<file path="src/rtl/jt9346_asave_tmr.sv">
// rtl/jt9346_asave_tmr.sv - autosave idle timer with single-shot request pulse
// Counts while enabled and dirty; saturates at all-ones after one req pulse.
module jt9346_asave_tmr #(
  parameter int TW = 20
) (
  input  logic clk,
  input  logic rst,
  input  logic en,
  input  logic flag,
  output logic req
);

  localparam logic [TW-1:0] PRE_MAX = {{(TW-1){1'b1}}, 1'b0};

  logic [TW-1:0] tmr;

  always_ff @(posedge clk) begin
    if (rst || !(en && flag)) begin
      tmr <= '0;
      req <= 1'b0;
    end else begin
      if (tmr != '1) tmr <= tmr + TW'(1);
      // Fires only on the step into saturation, so a held timer never re-fires.
      req <= (tmr == PRE_MAX);
    end
  end

endmodule

</file>
<file path="src/rtl/jt9346_dump_ctrl.sv">
// rtl/jt9346_dump_ctrl.sv - load/save sequencer for the EEPROM wrapper byte dump port
// Streams a full NVRAM image in or out and raises an autosave request after an idle dirty period.
module jt9346_dump_ctrl #(
  parameter int AW    = 6,
  parameter int DW    = 16,
  parameter int RDLAT = 2,
  parameter int TW    = 20,
  localparam int BW   = (DW == 16) ? AW + 1 : AW
) (
  input  logic          rst,
  input  logic          clk,
  input  logic          ld_start,
  input  logic [7:0]    ld_data,
  input  logic          ld_valid,
  output logic          ld_ready,
  input  logic          sv_start,
  output logic [7:0]    sv_data,
  output logic          sv_valid,
  input  logic          sv_ready,
  input  logic          abort,
  output logic          busy,
  output logic          done,
  output logic          autosave_req,
  output logic [BW:0]   ee_addr,
  output logic          ee_we,
  output logic [7:0]    ee_din,
  input  logic [7:0]    ee_dout,
  input  logic          ee_flag,
  output logic          ee_clr
);

  localparam int NB = 1 << BW;
  localparam int WW = $clog2(RDLAT + 2);
  localparam logic [BW:0]   LAST_BYTE = (BW + 1)'(NB - 1);
  localparam logic [WW-1:0] RD_END    = WW'(RDLAT);

  typedef enum logic [2:0] {
    ST_IDLE     = 3'd0,
    ST_LOAD     = 3'd1,
    ST_SAVE_RD  = 3'd2,
    ST_SAVE_OUT = 3'd3,
    ST_DONE     = 3'd4
  } state_t;

  state_t        state, nxt;
  logic [BW:0]   cnt;
  logic [WW-1:0] wcnt;
  logic          we_q;
  logic [7:0]    din_q;
  logic [7:0]    sv_q;
  logic          last;
  logic          accept;

  assign last     = (cnt == LAST_BYTE);
  assign ld_ready = (state == ST_LOAD) && !we_q;
  assign accept   = ld_valid && ld_ready && !abort;

  assign busy     = (state != ST_IDLE);
  assign done     = (state == ST_DONE);
  assign ee_clr   = (state == ST_DONE);
  assign sv_valid = (state == ST_SAVE_OUT);
  assign sv_data  = sv_q;
  assign ee_we    = we_q;
  assign ee_din   = din_q;
  assign ee_addr  = {1'b0, cnt[BW-1:0]};

  always_comb begin
    nxt = state;
    case (state)
      ST_IDLE: begin
        if (ld_start)      nxt = ST_LOAD;
        else if (sv_start) nxt = ST_SAVE_RD;
      end
      ST_LOAD:     if (we_q && last) nxt = ST_DONE;
      ST_SAVE_RD:  if (wcnt == RD_END) nxt = ST_SAVE_OUT;
      ST_SAVE_OUT: if (sv_ready) nxt = last ? ST_DONE : ST_SAVE_RD;
      ST_DONE:     nxt = ST_IDLE;
      default:     nxt = ST_IDLE;
    endcase
    if (abort && state != ST_IDLE) nxt = ST_IDLE;
  end

  always_ff @(posedge clk) begin
    if (rst) begin
      state <= ST_IDLE;
      cnt   <= '0;
      wcnt  <= '0;
      we_q  <= 1'b0;
      din_q <= '0;
      sv_q  <= '0;
    end else begin
      state <= nxt;
      we_q  <= 1'b0;
      case (state)
        ST_IDLE: begin
          wcnt <= '0;
          if (ld_start || sv_start) cnt <= '0;
        end
        ST_LOAD: begin
          // Write strobe lands one cycle after acceptance; address advances after it.
          if (accept) begin
            we_q  <= 1'b1;
            din_q <= ld_data;
          end
          if (we_q) cnt <= cnt + 1'b1;
        end
        ST_SAVE_RD: begin
          if (wcnt == RD_END) begin
            sv_q <= ee_dout;
            wcnt <= '0;
          end else begin
            wcnt <= wcnt + 1'b1;
          end
        end
        ST_SAVE_OUT: if (sv_ready && !abort) cnt <= cnt + 1'b1;
        default: ;
      endcase
    end
  end

  jt9346_asave_tmr #(.TW(TW)) u_tmr (
    .clk  (clk),
    .rst  (rst),
    .en   (state == ST_IDLE),
    .flag (ee_flag),
    .req  (autosave_req)
  );

endmodule
</file>
<file path="config.mk">
export PLATFORM = sky130hd
export DESIGN_NAME = jt9346_dump_ctrl
export DESIGN_NICKNAME = d
export VERILOG_FILES = /design/src/rtl/jt9346_asave_tmr.sv /design/src/rtl/jt9346_dump_ctrl.sv
export SDC_FILE = /design/constraint.sdc
export NUM_CORES = 1
export LEC_CHECK = 0
export ABC_AREA = 1
export CAP_MARGIN = 25
export CORE_MARGIN = 2
export CORE_UTILIZATION = 48
export CTS_BUF_LIST = sky130_fd_sc_hd__clkbuf_8
export DETAILED_ROUTE_END_ITERATION = 6
export GPL_TIMING_DRIVEN = 0
export HOLD_SLACK_MARGIN = 0.02
export PLACE_DENSITY_LB_ADDON = 0.1
export REMOVE_ABC_BUFFERS = 1
export SYNTH_ARGS = -nofsm -noshare
export SYNTH_HDL_FRONTEND = slang
export SYNTH_SLANG_ARGS = --single-unit
</file>
<file path="constraint.sdc">
create_clock -name clk -period 1.5 [get_ports clk]
set_clock_uncertainty 0.15 [all_clocks]
set_input_delay 0.3 -clock clk [delete_from_list [all_inputs] [get_ports clk]]
set_output_delay 0.3 -clock clk [all_outputs]
set_load 0.005 [all_outputs]
</file>
==> results of run 1 <==
-- flip-flops by register name, indices dropped and copies added, names as in the netlist --
| signal | flops |
|---|---|
| sv_data | 8 |
| u_tmr.req | 1 |
| ee_we | 1 |
| cnt | 8 |
| wcnt | 2 |
| state | 3 |
| ee_din | 8 |
| u_tmr.tmr | 20 |
-- cell usage after synthesis --
| cell type | instances |
|---|---|
| sky130_fd_sc_hd__a21oi_1 | 13 |
| sky130_fd_sc_hd__a31oi_1 | 4 |
| sky130_fd_sc_hd__buf_2 | 2 |
| sky130_fd_sc_hd__buf_4 | 9 |
| sky130_fd_sc_hd__buf_6 | 2 |
| sky130_fd_sc_hd__clkbuf_1 | 1 |
| sky130_fd_sc_hd__clkbuf_2 | 1 |
| sky130_fd_sc_hd__clkinv_1 | 1 |
| sky130_fd_sc_hd__clkinv_2 | 1 |
| sky130_fd_sc_hd__conb_1 | 1 |
| sky130_fd_sc_hd__dfxtp_1 | 51 |
| sky130_fd_sc_hd__ha_1 | 3 |
| sky130_fd_sc_hd__inv_1 | 35 |
| sky130_fd_sc_hd__inv_2 | 4 |
| sky130_fd_sc_hd__nand2_1 | 81 |
| sky130_fd_sc_hd__nand2_2 | 5 |
| sky130_fd_sc_hd__nand2_4 | 1 |
| sky130_fd_sc_hd__nand3_1 | 24 |
| sky130_fd_sc_hd__nand3b_4 | 1 |
| sky130_fd_sc_hd__nand4_1 | 1 |
| sky130_fd_sc_hd__nor2_1 | 94 |
| sky130_fd_sc_hd__nor2_2 | 6 |
| sky130_fd_sc_hd__nor2_4 | 2 |
| sky130_fd_sc_hd__nor3_1 | 5 |
| sky130_fd_sc_hd__nor3_2 | 1 |
| sky130_fd_sc_hd__nor3b_1 | 1 |
| sky130_fd_sc_hd__o211ai_1 | 1 |
| sky130_fd_sc_hd__o21ai_0 | 25 |
| sky130_fd_sc_hd__o21ai_1 | 2 |
| sky130_fd_sc_hd__o21bai_1 | 1 |
| sky130_fd_sc_hd__or2_2 | 5 |
| sky130_fd_sc_hd__xnor2_1 | 6 |
| sky130_fd_sc_hd__xor2_1 | 2 |
-- metal layers --
metal	vias to the layer above	GRT usage
met5	-	0
met4	0	0.0696
met3	20	0.0453
met2	82	0.411
met1	1322	0.297
li1	1419	-
-- final cells by class --
cell class	instances	area (sq um)
Sequential cell	51	1070
Fill cell	385	1100
Timing Repair inverter	2	10.0
Timing Repair Buffer	100	920
Clock inverter	2	33.8
Multi-Input combinational cell	287	1700
Clock buffer	5	68.8
Inverter	41	184
Tap cell	70	87.6
-- final timing paths --
path         slack (ps)        end
min reg2reg         330  ee_din[5]
max                -190   state[1]
min                 220     cnt[1]
max reg2reg        -190   state[1]
-- repair_timing --
| action | in CTS | in global routing |
|---|---|---|
| setup endpoints to repair | 78 | 53 |
| pin swaps | 25 | 36 |
| endpoints found under the hold margin | 0 | 0 |
| cloned | 2 | 2 |
| buffers inserted | 31 | 16 |
| resized for setup | 131 | 85 |
-- where the power goes --
| part | internal, mW | switching [mW] | leakage [nW] |
|---|---|---|---|
| Combinational | 1.08 | 1.27 | 1.32 |
| Clock | 0.483 | 0.429 | 0.0554 |
| Sequential | 1.47 | 0.0651 | 0.428 |
| Total | 3.03 | 1.77 | 1.80 |
-- kinds of logic (layout without fill, tap and decap cells) --
family,after synthesis,after routing,share of synthesized area
AOI/OAI and AO/OA,46,46,0.0918
xor gates and xnor gates,8,8,0.0268
adders and majority gates,3,3,0.0143
buffers and inverters,56,150,0.101
DFF,51,51,0.390
other,1,1,0.00143
and+or+nand+nor,227,229,0.374
-- worst max-delay path: cells and delay by family, from the launching register on --
kind	cells	cell delay (ps)
DFF	1	360
and+or+nand+nor	3	340
AOI/OAI and AO/OA	2	280
buffers and inverters	4	480
==> implementation parameters, run 1 <==
Parameter                              Value

Setup path
  Critical path data required time    1570 ps
  Longest individual stage delay on the worst path    360 ps
  Worst setup SP type    flop
  Max Fanout on Critical Path    4
  Worst endpoint data arrival time    1760 ps
  Type of the setup path with the least slack    reg -> reg
  Worst setup path start    state[0]
  CP max stage cell    sky130_fd_sc_hd__dfxtp_4
  CP cell instances    buf_6 -> nor2_4 -> buf_6 -> buf_4 -> buf_4 -> o21ai_0 -> nand2_1 -> nand3_1 -> a21oi_1
  Worst R2R Start    state[0]
  Register-to-Register Path Depth    9
  CP endpoint kind    flop

Power
  Largest vdd supply drop    0.000662 V
  PnR Total Power    4.80 mW
  Ratio of total power to cell area    1180 mW/mm^2
  Leakage power    1.80 nW

Final layout
  Area Overhead vs Synth    55.8%
  Final instance area    0.00408 sq mm
  Commonest cells after routing, fill and taps aside    sky130_fd_sc_hd__nor2_1 (78), sky130_fd_sc_hd__nand2_1 (60), sky130_fd_sc_hd__inv_1 (28)
  Ant. Diodes    0
  Layout cells sized above 1    0.377
  Number of non-filler instances in the completed layout    558
  Core Util, Final    0.788
  Leading cell type in the layout, fill and taps excluded    sky130_fd_sc_hd__nor2_1
  Number of nets in the layout    515

Floorplanning
  Initial core utilization    0.506
  Number of top-level pins    55
  Core footprint    0.00517 sq mm
  Chip height    77.8 um
  Count of standard-cell rows    26
  Overall die width    77.8 um
  Full die area    0.00606 sq mm

Job
  MaxCap Viol Count    0

Routing
  1st-pass router iterations    4
  Routed wire length on met2    4140 um
  Vias per inst    5.09
  Top layer in use    met4
  Sum of routed wire segments on met1    3390 um
  Vias    2843
  # DRC    0
  Remaining antenna violation count after routing    0
  Wire length on met3    379 um
  Iter 0 DRT Violations    142
  Wire length reported by the detailed router    8090 um
  Average wire length per cell after detail routing    14.5 um

Synthesis
  Per-instance average area after synthesis    6.67 sq um
  Leading area contributor after synthesis    sky130_fd_sc_hd__dfxtp_1
  Seq/Total Area, Yosys    0.390
  Cells after synthesis    392
  Synth Cell Area    0.00262 sq mm
  Unique masters post-synth    33
  Area share of the largest cell type after synthesis    0.390
  Synthesis-stage register bit count    51
  Number of warnings reported in the yosys synthesis log    0
  Most area-consuming cells after synthesis    sky130_fd_sc_hd__dfxtp_1 (39%), sky130_fd_sc_hd__nor2_1 (13%), sky130_fd_sc_hd__nand2_1 (12%)

GRT
  Leftover overflow at the end of global routing    0
  Wire length of the first global-routing pass    11700 um
  Antenna violations before repair    0
  Maximum number of pins on one net before global-route repair    15
  Vias in the first global route    2641
  Global-route usage over all layers    0.237

Placed design
  Number of port buffers    53
  Minimum setup slack after placement    -1250 ps
  Cell Count Post-Placement    500
  Placed inst area    0.00313 sq mm
  Post-DP HPWL    4150 um
  Gp weighted congestion    0.868

Timing
  Min Clock Period, post-route    1690 ps
  RSZ-0062 raised after global routing    true
  Final Hold Violating Endpoints    0
  Total of endpoints with negative setup slack in the final report    30
  Final WS setup    -186 ps
  Highest Clock Rate    593 MHz
  Final setup TNS    -1500 ps
  Fraction of the cycle the final worst path needs    1.12
  Slew Viols, Final    0
  Worst hold margin    224 ps

Clock network
  Number of sinks driven by the clock tree    51
  Clock network latency to the later pin of the worst-skew pair    300 ps
  TritonCTS clock tree    yes
  Clock buffers created by TritonCTS    5
  # hold bufs at CTS    0
  Clock slew seen by the registers of the worst setup and hold paths    90 ps
  Htree depth    2
  Maximum clock insertion buffer count    2
  Root buf cell    sky130_fd_sc_hd__clkbuf_8

Min path
  Worst Hold Class    in -> reg
  Origin of the worst min-delay path    rst
  Worst Hold Path Cells    2

Status
  Run status    finished with violations
  Violations in the final reports    negative setup slack
Note: power is estimated with default switching activity, not from simulation.
==> run 2, diff against run 1 <==
--- a/config.mk
+++ b/config.mk
@@ -11,7 +11,7 @@
 export CORE_UTILIZATION = 48
 export CTS_BUF_LIST = sky130_fd_sc_hd__clkbuf_8
 export DETAILED_ROUTE_END_ITERATION = 6
-export GPL_TIMING_DRIVEN = 0
+export GPL_TIMING_DRIVEN = 1
 export HOLD_SLACK_MARGIN = 0.02
 export PLACE_DENSITY_LB_ADDON = 0.1
 export REMOVE_ABC_BUFFERS = 1
==> run 2 against run 1 <==
Effect of this change:
- the run still ends with negative setup slack left
- clock power increased by 1%
- wire length decreased by 5.0%
- combinational power decreased by 7%
- fmax increased by 4.5%
- total power decreased by 2.9%
- cell count increased by 3.9%
==> implementation parameters, run 2 (synthesis results as in run 1) <==
Parameter                              Value

Status
  Run status    finished with violations (unchanged)
  Violations in the final reports    negative setup slack (unchanged)

Final layout
  Number of nets in the layout    537 (was 515)
  Final instance area    0.00419 sq mm (was 0.00408 sq mm)
  Leading cell type in the layout, fill and taps excluded    sky130_fd_sc_hd__nor2_1 (unchanged)
  Ant. Diodes    0 (unchanged)
  Layout cells sized above 1    0.392 (was 0.377)
  Area Overhead vs Synth    60.0% (was 55.8%)
  Largest register FFs    20 (unchanged)
  Number of non-filler instances in the completed layout    580 (was 558)
  Largest Register    u_tmr.tmr (unchanged)
  Core Util, Final    0.809 (was 0.788)
  Commonest cells after routing, fill and taps aside    sky130_fd_sc_hd__nor2_1 (83), sky130_fd_sc_hd__nand2_1 (63), sky130_fd_sc_hd__buf_4 (49) (was sky130_fd_sc_hd__nor2_1 (78), sky130_fd_sc_hd__nand2_1 (60), sky130_fd_sc_hd__inv_1 (28))

Timing
  Worst hold margin    331 ps (was 224 ps)
  Highest Clock Rate    619 MHz (was 593 MHz)
  Min Clock Period, post-route    1610 ps (was 1690 ps)
  RSZ-0062 raised after global routing    true (unchanged)
  Final Hold Violating Endpoints    0 (unchanged)
  Slew Viols, Final    0 (unchanged)
  Fraction of the cycle the final worst path needs    1.08 (was 1.12)
  Final WS setup    -115 ps (was -186 ps)
  Total of endpoints with negative setup slack in the final report    31 (was 30)

Clock network
  Clock network latency to the later pin of the worst-skew pair    300 ps (about the same)
  Maximum clock insertion buffer count    2 (unchanged)
  Number of sinks driven by the clock tree    51 (unchanged)
  # hold bufs at CTS    0 (unchanged)
  TritonCTS clock tree    yes (unchanged)
  Htree depth    2 (unchanged)
  Clock buffers created by TritonCTS    5 (unchanged)
  Root buf cell    sky130_fd_sc_hd__clkbuf_8 (unchanged)
  Clock slew seen by the registers of the worst setup and hold paths    90 ps (about the same)

Setup path
  Worst setup SP type    flop (unchanged)
  Worst endpoint data arrival time    1160 ps (was 1760 ps)
  Critical path data required time    1050 ps (was 1570 ps)
  Type of the setup path with the least slack    reg -> out (was reg -> reg)
  Max Fanout on Critical Path    2 (was 4)
  CP endpoint kind    output port (was flop)

Routing
  Remaining antenna violation count after routing    0 (unchanged)
  Average wire length per cell after detail routing    13.3 um (was 14.5 um)
  Wire length reported by the detailed router    7690 um (was 8090 um)
  Iter 0 DRT Violations    129 (was 142)
  1st-pass router iterations    4 (unchanged)
  # DRC    0 (unchanged)
  Vias per inst    4.99 (was 5.09)
  Vias    2893 (was 2843)

GRT
  Vias in the first global route    2761 (was 2641)
  Antenna violations before repair    0 (unchanged)
  Wire length of the first global-routing pass    12100 um (was 11700 um)
  Global-route usage over all layers    0.245 (was 0.237)
  Maximum number of pins on one net before global-route repair    20 (was 15)
  Leftover overflow at the end of global routing    0 (unchanged)

Floorplanning
  Number of top-level pins    55 (unchanged)
  Count of standard-cell rows    26 (unchanged)
  Overall die width    77.8 um (unchanged)
  Chip height    77.8 um (unchanged)
  Full die area    0.00606 sq mm (unchanged)
  Initial core utilization    0.506 (unchanged)
  Core footprint    0.00517 sq mm (unchanged)

Placed design
  Gp weighted congestion    0.879 (was 0.868)
  Number of port buffers    53 (unchanged)
  Post-DP HPWL    4810 um (was 4150 um)
  Placed inst area    0.00356 sq mm (was 0.00313 sq mm)
  Cell Count Post-Placement    556 (was 500)

Power
  Largest vdd supply drop    0.000666 V (was 0.000662 V)
  Ratio of total power to cell area    1110 mW/mm^2 (was 1180 mW/mm^2)
  Leakage power    1.84 nW (was 1.80 nW)

Min path
  Worst Hold Class    reg -> reg (was in -> reg)

Job
  MaxCap Viol Count    0 (unchanged)
## run 2: cell count changes in the layout (fill, tap and decap cells not counted), moves of 4 or more
cell	change
sky130_fd_sc_hd__nor2_1	+5
sky130_fd_sc_hd__dfxtp_4	-4
sky130_fd_sc_hd__o21ai_0	-5
sky130_fd_sc_hd__nand3_1	+5
sky130_fd_sc_hd__o21ai_1	-4
sky130_fd_sc_hd__o21ai_2	+9
sky130_fd_sc_hd__nand3_2	-5
sky130_fd_sc_hd__buf_4	+22
## run 2: worst paths after layout
| path | startpoint | end | slack, ps | cells after the start |
|---|---|---|---|---|
| worst max register to register | state[0] | u_tmr.tmr[6] | -110 | 9 |
| worst min-delay path | ee_din[5] | ee_din[5] | 330 | 2 |
| worst max-delay path | state[2] | done | -110 | 4 |
| worst min register to register | ee_din[5] | ee_din[5] | 330 | 2 |
## run 2: area by class of cell
class                           count  area (sq um)
Clock buffer                        5          68.8
Fill cell                         359           987
Timing Repair Buffer              125          1140
Tap cell                           70          87.6
Timing Repair inverter              1          6.26
Sequential cell                    51          1060
Clock inverter                      2          33.8
Inverter                           41           171
Multi-Input combinational cell    285          1620
## run 2: stage by stage
step	worst slack [ps]	total power, mW	TNS [ps]
2_1_floorplan	-88.5	2.22	-785
3_3_place_gp	-364	2.98	-6940
3_5_place_dp	-403	3.01	-8530
4_1_cts	-151	4.32	-885
5_1_grt	-163	4.92	-4690
6_report	-115	4.66	-1570
## run 2: metal layers
| metal | routed length [um] | global-route usage | vias to the layer above |
|---|---|---|---|
| met4 | 165 | 0.0893 | 0 |
| met5 | 0 | 0 | - |
| met3 | 248 | 0.0384 | 17 |
| met1 | 3340 | 0.289 | 1346 |
| met2 | 3940 | 0.445 | 78 |
| li1 | - | - | 1452 |
## run 2: timing repair
| item | 4_1_cts | 5_1_grt |
|---|---|---|
| resized for setup | 126 | 70 |
| endpoints found under the setup margin | 72 | 54 |
| cloned | 2 | 0 |
| pin swaps | 27 | 28 |
| buffers inserted | 13 | 3 |
| hold endpoints to repair | 0 | 0 |
## run 2: power by group
group | switching, mW | leakage (nW) | internal [mW]
combinational | 1.11 | 1.36 | 1.07
clock | 0.438 | 0.0554 | 0.483
sequential | 0.0928 | 0.425 | 1.46
## run 2: critical path, stage by stage, from the launching register on
cell,delay [ps]
sky130_fd_sc_hd__dfxtp_2,370
sky130_fd_sc_hd__inv_4,50
sky130_fd_sc_hd__buf_6,120
sky130_fd_sc_hd__nor3_4,190
sky130_fd_sc_hd__buf_2,140
==> run 3, diff against run 2 <==
--- a/config.mk
+++ b/config.mk
@@ -6,6 +6,7 @@
 export NUM_CORES = 1
 export LEC_CHECK = 0
 export ABC_AREA = 1
+export ABC_CLOCK_PERIOD_IN_PS = 1500
 export CAP_MARGIN = 25
 export CORE_MARGIN = 2
 export CORE_UTILIZATION = 48
==> results of run 3 <==
The final DEF is identical to that of run 2; final timing and power are the same.
